**config.mk**
```make
export PLATFORM = sky130hd
export DESIGN_NAME = lsu_ctrl
export DESIGN_NICKNAME = d
export VERILOG_FILES = /design/src/rtl/lsu_ctrl.sv
export SDC_FILE = /design/constraint.sdc
export NUM_CORES = 1
export LEC_CHECK = 0
export CORE_UTILIZATION = 40
export DETAILED_ROUTE_END_ITERATION = 7
export GPL_TIMING_DRIVEN = 0
export PLACE_DENSITY_LB_ADDON = 0.1
export SLEW_MARGIN = 20
export SYNTH_ARGS = -nofsm -noshare
export SYNTH_HDL_FRONTEND = slang
export SYNTH_SLANG_ARGS = --single-unit
```
**constraint.sdc**
```tcl
create_clock -name clk -period 5.77 [get_ports clk]
set_input_delay 1.731 -clock clk [delete_from_list [all_inputs] [get_ports clk]]
set_output_delay 1.731 -clock clk [all_outputs]
set_load 0.02 [all_outputs]
```
**src/rtl/lsu_ctrl.sv**
```systemverilog
// rtl/lsu_ctrl.sv - RV32I load/store unit between the MEM stage and dmem
// Decodes funct3/byte address into dmem lane codes and merges sub-word stores by read-modify-write.
module lsu_ctrl #(
  parameter int ADDR_WIDTH = 15,
  parameter bit RMW_EN     = 1'b1
) (
  input  logic        clk,
  input  logic        rst,
  input  logic        req_valid,
  output logic        req_ready,
  input  logic        req_we,
  input  logic [2:0]  req_funct3,
  input  logic [31:0] req_addr,
  input  logic [31:0] req_wdata,
  output logic        resp_valid,
  input  logic        resp_ready,
  output logic [31:0] resp_rdata,
  output logic        resp_err,
  output logic [3:0]  mem_wmem,
  output logic [4:0]  mem_rmem,
  output logic [31:0] mem_addr,
  output logic [31:0] mem_store_data,
  input  logic [31:0] mem_load_data
);

  typedef enum logic [2:0] {
    S_IDLE, S_LOAD, S_STORE, S_RMW_RD, S_RMW_WR, S_RESP
  } state_t;

  state_t      state;
  logic [2:0]  f3_q;
  logic [31:0] addr_q;
  logic [31:0] wdata_q;

  logic        f3_ok, align_ok, range_ok, req_err;
  logic [3:0]  lanes;
  logic [31:0] lane_mask, placed, merged, word_addr;

  always_comb begin
    if (req_we) f3_ok = (req_funct3 inside {3'b000, 3'b001, 3'b010});
    else        f3_ok = (req_funct3 inside {3'b000, 3'b001, 3'b010, 3'b100, 3'b101});
    case (req_funct3[1:0])
      2'b01:   align_ok = ~req_addr[0];
      2'b10:   align_ok = (req_addr[1:0] == 2'b00);
      default: align_ok = 1'b1;
    endcase
    range_ok = (req_addr[31:ADDR_WIDTH+2] == '0);
    req_err  = ~(f3_ok & align_ok & range_ok);
  end

  // Lane code, lane-placed store data and the RMW merge all come from the latched request.
  always_comb begin
    case (f3_q[1:0])
      2'b00:   lanes = 4'b0001 << addr_q[1:0];
      2'b01:   lanes = addr_q[1] ? 4'b1100 : 4'b0011;
      default: lanes = 4'b1111;
    endcase
    lane_mask = {{8{lanes[3]}}, {8{lanes[2]}}, {8{lanes[1]}}, {8{lanes[0]}}};
    case (f3_q[1:0])
      2'b00:   placed = {24'b0, wdata_q[7:0]} << {addr_q[1:0], 3'b000};
      2'b01:   placed = addr_q[1] ? {wdata_q[15:0], 16'b0} : {16'b0, wdata_q[15:0]};
      default: placed = wdata_q;
    endcase
    merged    = (mem_load_data & ~lane_mask) | (placed & lane_mask);
    word_addr = {2'b00, addr_q[31:2]};
  end

  // dmem controls are idle outside the memory states so a stray write can never reach dmem.
  always_comb begin
    mem_wmem       = 4'b0000;
    mem_rmem       = 5'b00000;
    mem_addr       = 32'h0;
    mem_store_data = 32'h0;
    case (state)
      S_LOAD: begin
        mem_rmem = {~f3_q[2] & ~f3_q[1], lanes};
        mem_addr = word_addr;
      end
      S_STORE: begin
        mem_wmem       = lanes;
        mem_store_data = placed;
        mem_addr       = word_addr;
      end
      S_RMW_RD: begin
        mem_rmem = 5'b01111;
        mem_addr = word_addr;
      end
      S_RMW_WR: begin
        mem_wmem       = 4'b1111;
        mem_store_data = wdata_q;
        mem_addr       = word_addr;
      end
      default: ;
    endcase
  end

  always_ff @(posedge clk) begin
    if (rst) begin
      state      <= S_IDLE;
      req_ready  <= 1'b0;
      resp_valid <= 1'b0;
      resp_rdata <= 32'h0;
      resp_err   <= 1'b0;
      f3_q       <= 3'b000;
      addr_q     <= 32'h0;
      wdata_q    <= 32'h0;
    end else begin
      case (state)
        S_IDLE: begin
          req_ready <= 1'b1;
          if (req_valid && req_ready) begin
            req_ready  <= 1'b0;
            f3_q       <= req_funct3;
            addr_q     <= req_addr;
            wdata_q    <= req_wdata;
            resp_rdata <= 32'h0;
            if (req_err) begin
              resp_err   <= 1'b1;
              resp_valid <= 1'b1;
              state      <= S_RESP;
            end else if (!req_we) begin
              state <= S_LOAD;
            end else if (req_funct3[1:0] == 2'b10 || !RMW_EN) begin
              state <= S_STORE;
            end else begin
              state <= S_RMW_RD;
            end
          end
        end
        S_LOAD: begin
          resp_rdata <= mem_load_data;
          resp_valid <= 1'b1;
          state      <= S_RESP;
        end
        S_STORE: begin
          resp_valid <= 1'b1;
          state      <= S_RESP;
        end
        S_RMW_RD: begin
          wdata_q <= merged;
          state   <= S_RMW_WR;
        end
        S_RMW_WR: begin
          resp_valid <= 1'b1;
          state      <= S_RESP;
        end
        S_RESP: begin
          if (resp_ready) begin
            resp_valid <= 1'b0;
            resp_err   <= 1'b0;
            resp_rdata <= 32'h0;
            req_ready  <= 1'b1;
            state      <= S_IDLE;
          end
        end
        default: state <= S_IDLE;
      endcase
    end
  end

endmodule

```
* Word level (Yosys, flattened, before mapping)
Cells that the tools add are included.
Word-level totals: flip-flop bits (word level) 105, latch bits 0, RAM bits 0, memory bits (read-only) 0, output and inout port bits 108, logic and storage cells 85, memories kept 0
Operators by class: $add $sub $neg 0, multipliers 0, div/mod/pow operators 0, magnitude comparators 0, eq/ne operators 15, shift-type cells 2, muxes and demuxes 29, bitwise logic cells 10, reduce and logical (&&, ||, !) cells 21
Operators by type and width (number):
- $pmux 32 s2 | 3
- $mux 32 | 4
- $pmux 32 s3 | 1
- $and 32x32->32 | 2
- $not 32->32 | 1
- $or 32x32->32 | 1
- $shl 8x5->32 | 1
- $mux 30 | 1
- $pmux 4 s2 | 2
- $logic_not 15->1 | 1
- $eq 3x3->1 const B | 4
- $pmux 3 s4 | 1
- $pmux 5 s2 | 1
- $eq 3x2->1 const B | 3
- $mux 3 | 3
- $reduce_bool 3->1 | 3
- $reduce_and 2->1 | 4
- $reduce_and 4->1 | 2
- $mux 1 | 7
- $eq 3x1->1 const B | 2
- $logic_not 3->1 | 2
- $ne 2x2->1 const B | 3
- $pmux 1 s2 | 3
- $reduce_bool 5->1 | 1
- 14 further kinds | 21

* Logic depth before layout (Yosys ltp)
depth in word-level cells 8, mapped depth 7, depth with buffers taken out 7

* Worst setup path after synthesis
OpenSTA, ideal clock, no wires.
path type reg-to-output, from register f3_q[1], to output mem_store_data[24], data arrival time 1.490 ns, path slack 2.549 ns, stages on the path, launching flop included 6, path through dfxtp_1 > buf_2 > and3b_1 > clkbuf_1 > a222oi_1 > o21ai_0
On the way: longest elaborated chain between the ends 3, elaborated cells between the ends (all ways) 4
RTL lines:
- start, declared | line 31 | logic [2:0] f3_q;
- start signal, assigned | line 113 | f3_q <= req_funct3;
- $eq 2x1->1 / $logic_not 2->1 (equally long branches) | line 59 | case (f3_q[1:0])
- $pmux 32 s2 * | line 59
- $pmux 32 s2 * | line 74 | case (state)
- end, declared | line 22 | output logic [31:0] mem_store_data,
Every way passes the cells marked *; elsewhere a longest branch is shown, timed or not.

* Worst setup path in the final report
from register state[0], to output mem_store_data[23]
On the way: longest elaborated chain between the ends 2, elaborated cells between the ends (all ways) 3
RTL lines:
- start, declared | line 30 | state_t state;
- start signal, assigned | line 99 | state <= S_IDLE;
- start signal, assigned | line 120 | state <= S_RESP;
- start signal, assigned | line 122 | state <= S_LOAD;
- $eq 3x3->1 / $eq 3x2->1 (equally long branches) | line 74
- $pmux 32 s2 * | line 74
Marked as above.

==> metrics <==
outcome completed; first-pass GRT wire length 30.87 mm; share of layout cells above drive strength 1 0.06893; Yosys top cell area share 0.3912; Worst Hold Launch addr_q[30]$_SDFFE_PP0P_; Routed WL 19.72 mm; max_cap viols 0; worst r2r src req_ready$_SDFFE_PP0P_; clock share of power 0.315; R2R depth 6; FF-to-FF End wdata_q[5]$_SDFFE_PP0P_; Lkg Pwr 2.919 nW; Core Util, Final 0.6224; CP arrival 2.70 ns; RSZ-0062 raised after global routing false; total CTS buffers 9; Final WS setup 1.341 ns; Max IR drop VDD 0.1563 mV; fin cells 1086; initial core utilization 0.4173; Final Cell Area 8014 um2; DRC violation count after routing 0; Internal Pwr Total 1.475 mW; Comb power frac 0.295; switching part of the total 0.3248; Worst Hold Class flop to flop; largest net degree at the start of global routing 17; register area share after synthesis 0.3912; data required time of the critical path 4.04 ns; kind of critical path flop to output port; Post-synth top flop dfxtp_1; DP Cell Count 1070; synth warn 0; Final TNS setup 0 ns; Worst Tran Pin Value 0.7016 ns; CP endpoint kind output port; worst relative slew slack 0.5323; post-DP HPWL 14.86 mm; core area 12880 um2; CTS Hold Buffers Added 0; hold_ws 0.4525 ns; number of H-tree levels 3; synth unique cells 48; placed cell area 7684 um2; Critical Path Max Stage Delay 0.63 ns; initial antenna violation count 0; cell count after synthesis 688; synthesized flop and latch total 105; Resized cells post-CTS 0; CTS tree yes; Hold Path End addr_q[30]$_SDFFE_PP0P_; GP Congestion 0.8952; Place WS 1.727 ns; number of synthesized flops with an enable pin 0; PD cells 272.6 nW/um2; Area contributors post-synth dfxtp_1 (39%), nand2_1 (7.7%), a22oi_1 (7.0%); Worst Hold Depth 2; clk buf depth 2; cells along the critical path buf_4 > inv_1 > nand2_1 > nor3_2 > a22o_1 > clkdlybuf4s50_1; Sequential Area 2102 um2; DRT antenna net count 0; clock skew 0.007475 ns; Post-layout nets 1016; CTS clk-pin slew, worst paths 0.07 ns; drt pass-1 iters 5; ANT cells 0; register share of total power 0.390; CP max FO 10; Cell Area, Synth 5373 um2; vias 6063; highest clock rate 0.2258 GHz; switching pwr 709.6 uW; Syn Area/Cell 7.809 um2; top-count cell post-synth nand2_1; # Post-CTS Setup Buffers 0; vias per cell 5.583; fraction of registers with async set/reset 0; vias in the first global route 5577; Final Setup Violations 0; clk_lat worst skew 0.36 ns; area of the multi-input gates 2952 um2; GR Util All Layers 0.2814; num rows 41; Chip Height 117.9 um; synthesis-to-finish area growth 49.16%; Fillers 1124; GR Overflow Total 0; Port Buffers 209; clock root buffer clkbuf_16; Final Hold Fails 0; R2R Setup Slk 3.89 ns; I/O pins 212; most frequent cells after synthesis nand2_1 (110), dfxtp_1 (105), nor2_1 (79); cell taking the most area after synthesis dfxtp_1; wire length per cell 18.16 um; Final period util 0.7675; CP max stage cell clkdlybuf4s50_1; Tot Pwr 2.185 mW; die footprint 13900 um2; Slew Viols, Final 0; CTS sink count 105; Period minus WS final 4.429 ns; initial DRC count 479; Die W 117.9 um; Startpoint Class flop
## area by class of cell
class,instances,area share
multi-input combinational,516,0.3683
sequential,105,0.2623
timing repair buffer,209,0.2610
buffer,60,0.03653
clock buffer,11,0.03154
tap,172,0.02685
clock inverter,5,0.009680
inverter,8,0.003747
## state kept, by name, indices dropped and copies added, names as in the netlist
| register | cells |
|---|---|
| resp_valid | 1 |
| resp_rdata | 32 |
| wdata_q | 32 |
| resp_err | 1 |
| state | 3 |
| addr_q | 32 |
| req_ready | 1 |
| f3_q | 3 |
## cells by family (layout without fill, tap and decap cells)
group / count (synthesis) / in the layout / synth area share
AO/OA/AOI/OAI: 200 / 200 / 0.2543
AND/OR/NAND/NOR: 303 / 303 / 0.2718
other: 1 / 2 / 0.0006980
adder cells (fa/ha/maj): 3 / 3 / 0.006987
buffers and inverters: 68 / 293 / 0.06009
multiplexers: 8 / 8 / 0.01491
flip-flops: 105 / 105 / 0.3912
## cells in the final DEF (no fill, tap or decap), types with 4 or more instances in the layout
| cell type | instances |
|---|---|
| buf_2 | 27 |
| buf_4 | 5 |
| and2_1 | 41 |
| clkbuf_16 | 9 |
| a22o_1 | 16 |
| a31oi_1 | 10 |
| clkdlybuf4s50_1 | 209 |
| inv_1 | 8 |
| o21ai_0 | 21 |
| nor2_1 | 79 |
| nand2_1 | 110 |
| a211oi_1 | 5 |
| nor2b_1 | 4 |
| a21o_1 | 10 |
| nand3b_1 | 8 |
| mux2i_1 | 8 |
| nor4_1 | 17 |
| nand2b_1 | 4 |
| a22oi_1 | 50 |
| a221oi_1 | 12 |
| o22ai_1 | 8 |
| nand3_1 | 11 |
| a21oi_1 | 58 |
| dfxtp_1 | 105 |
| clkbuf_1 | 24 |
| nor3_1 | 11 |
## metal layers
layer	GRT usage	vias to the layer above	share of wire
met5	0	-	0
met4	0.09455	0	0.020
met3	0.06250	30	0.076
met2	0.4566	283	0.47
met1	0.3667	2876	0.44
li1	-	2874	-
## critical path: cells and delay by family (launching register included)
kind / cells / cell delay, ns
AO/OA/AOI/OAI: 1 / 0.26
AND/OR/NAND/NOR: 2 / 0.77
buffers and inverters: 3 / 0.98
flip-flops: 1 / 0.32
## power groups by stage
stage / registers (mW) / logic [mW] / clock network, mW
2_1_floorplan: 0.879 / 0.329 / 0
3_3_place_gp: 0.863 / 0.628 / 0
3_5_place_dp: 0.866 / 0.640 / 0
4_1_cts: 0.850 / 0.643 / 0.693
5_1_grt: 0.859 / 0.696 / 0.723
6_report: 0.852 / 0.644 / 0.688
## worst max-delay path by stage
stage / end / slack (ns) / startpoint / cells past startpoint
floorplan: mem_store_data[24] / 2.55 / f3_q[1]$_SDFFE_PP0P_ / 5
global placement: mem_store_data[17] / 1.79 / state[0]$_SDFFE_PP0P_ / 6
detailed placement: mem_store_data[23] / 1.73 / state[0]$_SDFFE_PP0P_ / 6
CTS: mem_store_data[23] / 1.34 / state[0]$_SDFFE_PP0P_ / 6
global route: mem_store_data[17] / 1.24 / state[0]$_SDFFE_PP0P_ / 6
finish: mem_store_data[23] / 1.34 / state[0]$_SDFFE_PP0P_ / 6
Note: power is estimated with default switching activity, not from simulation.
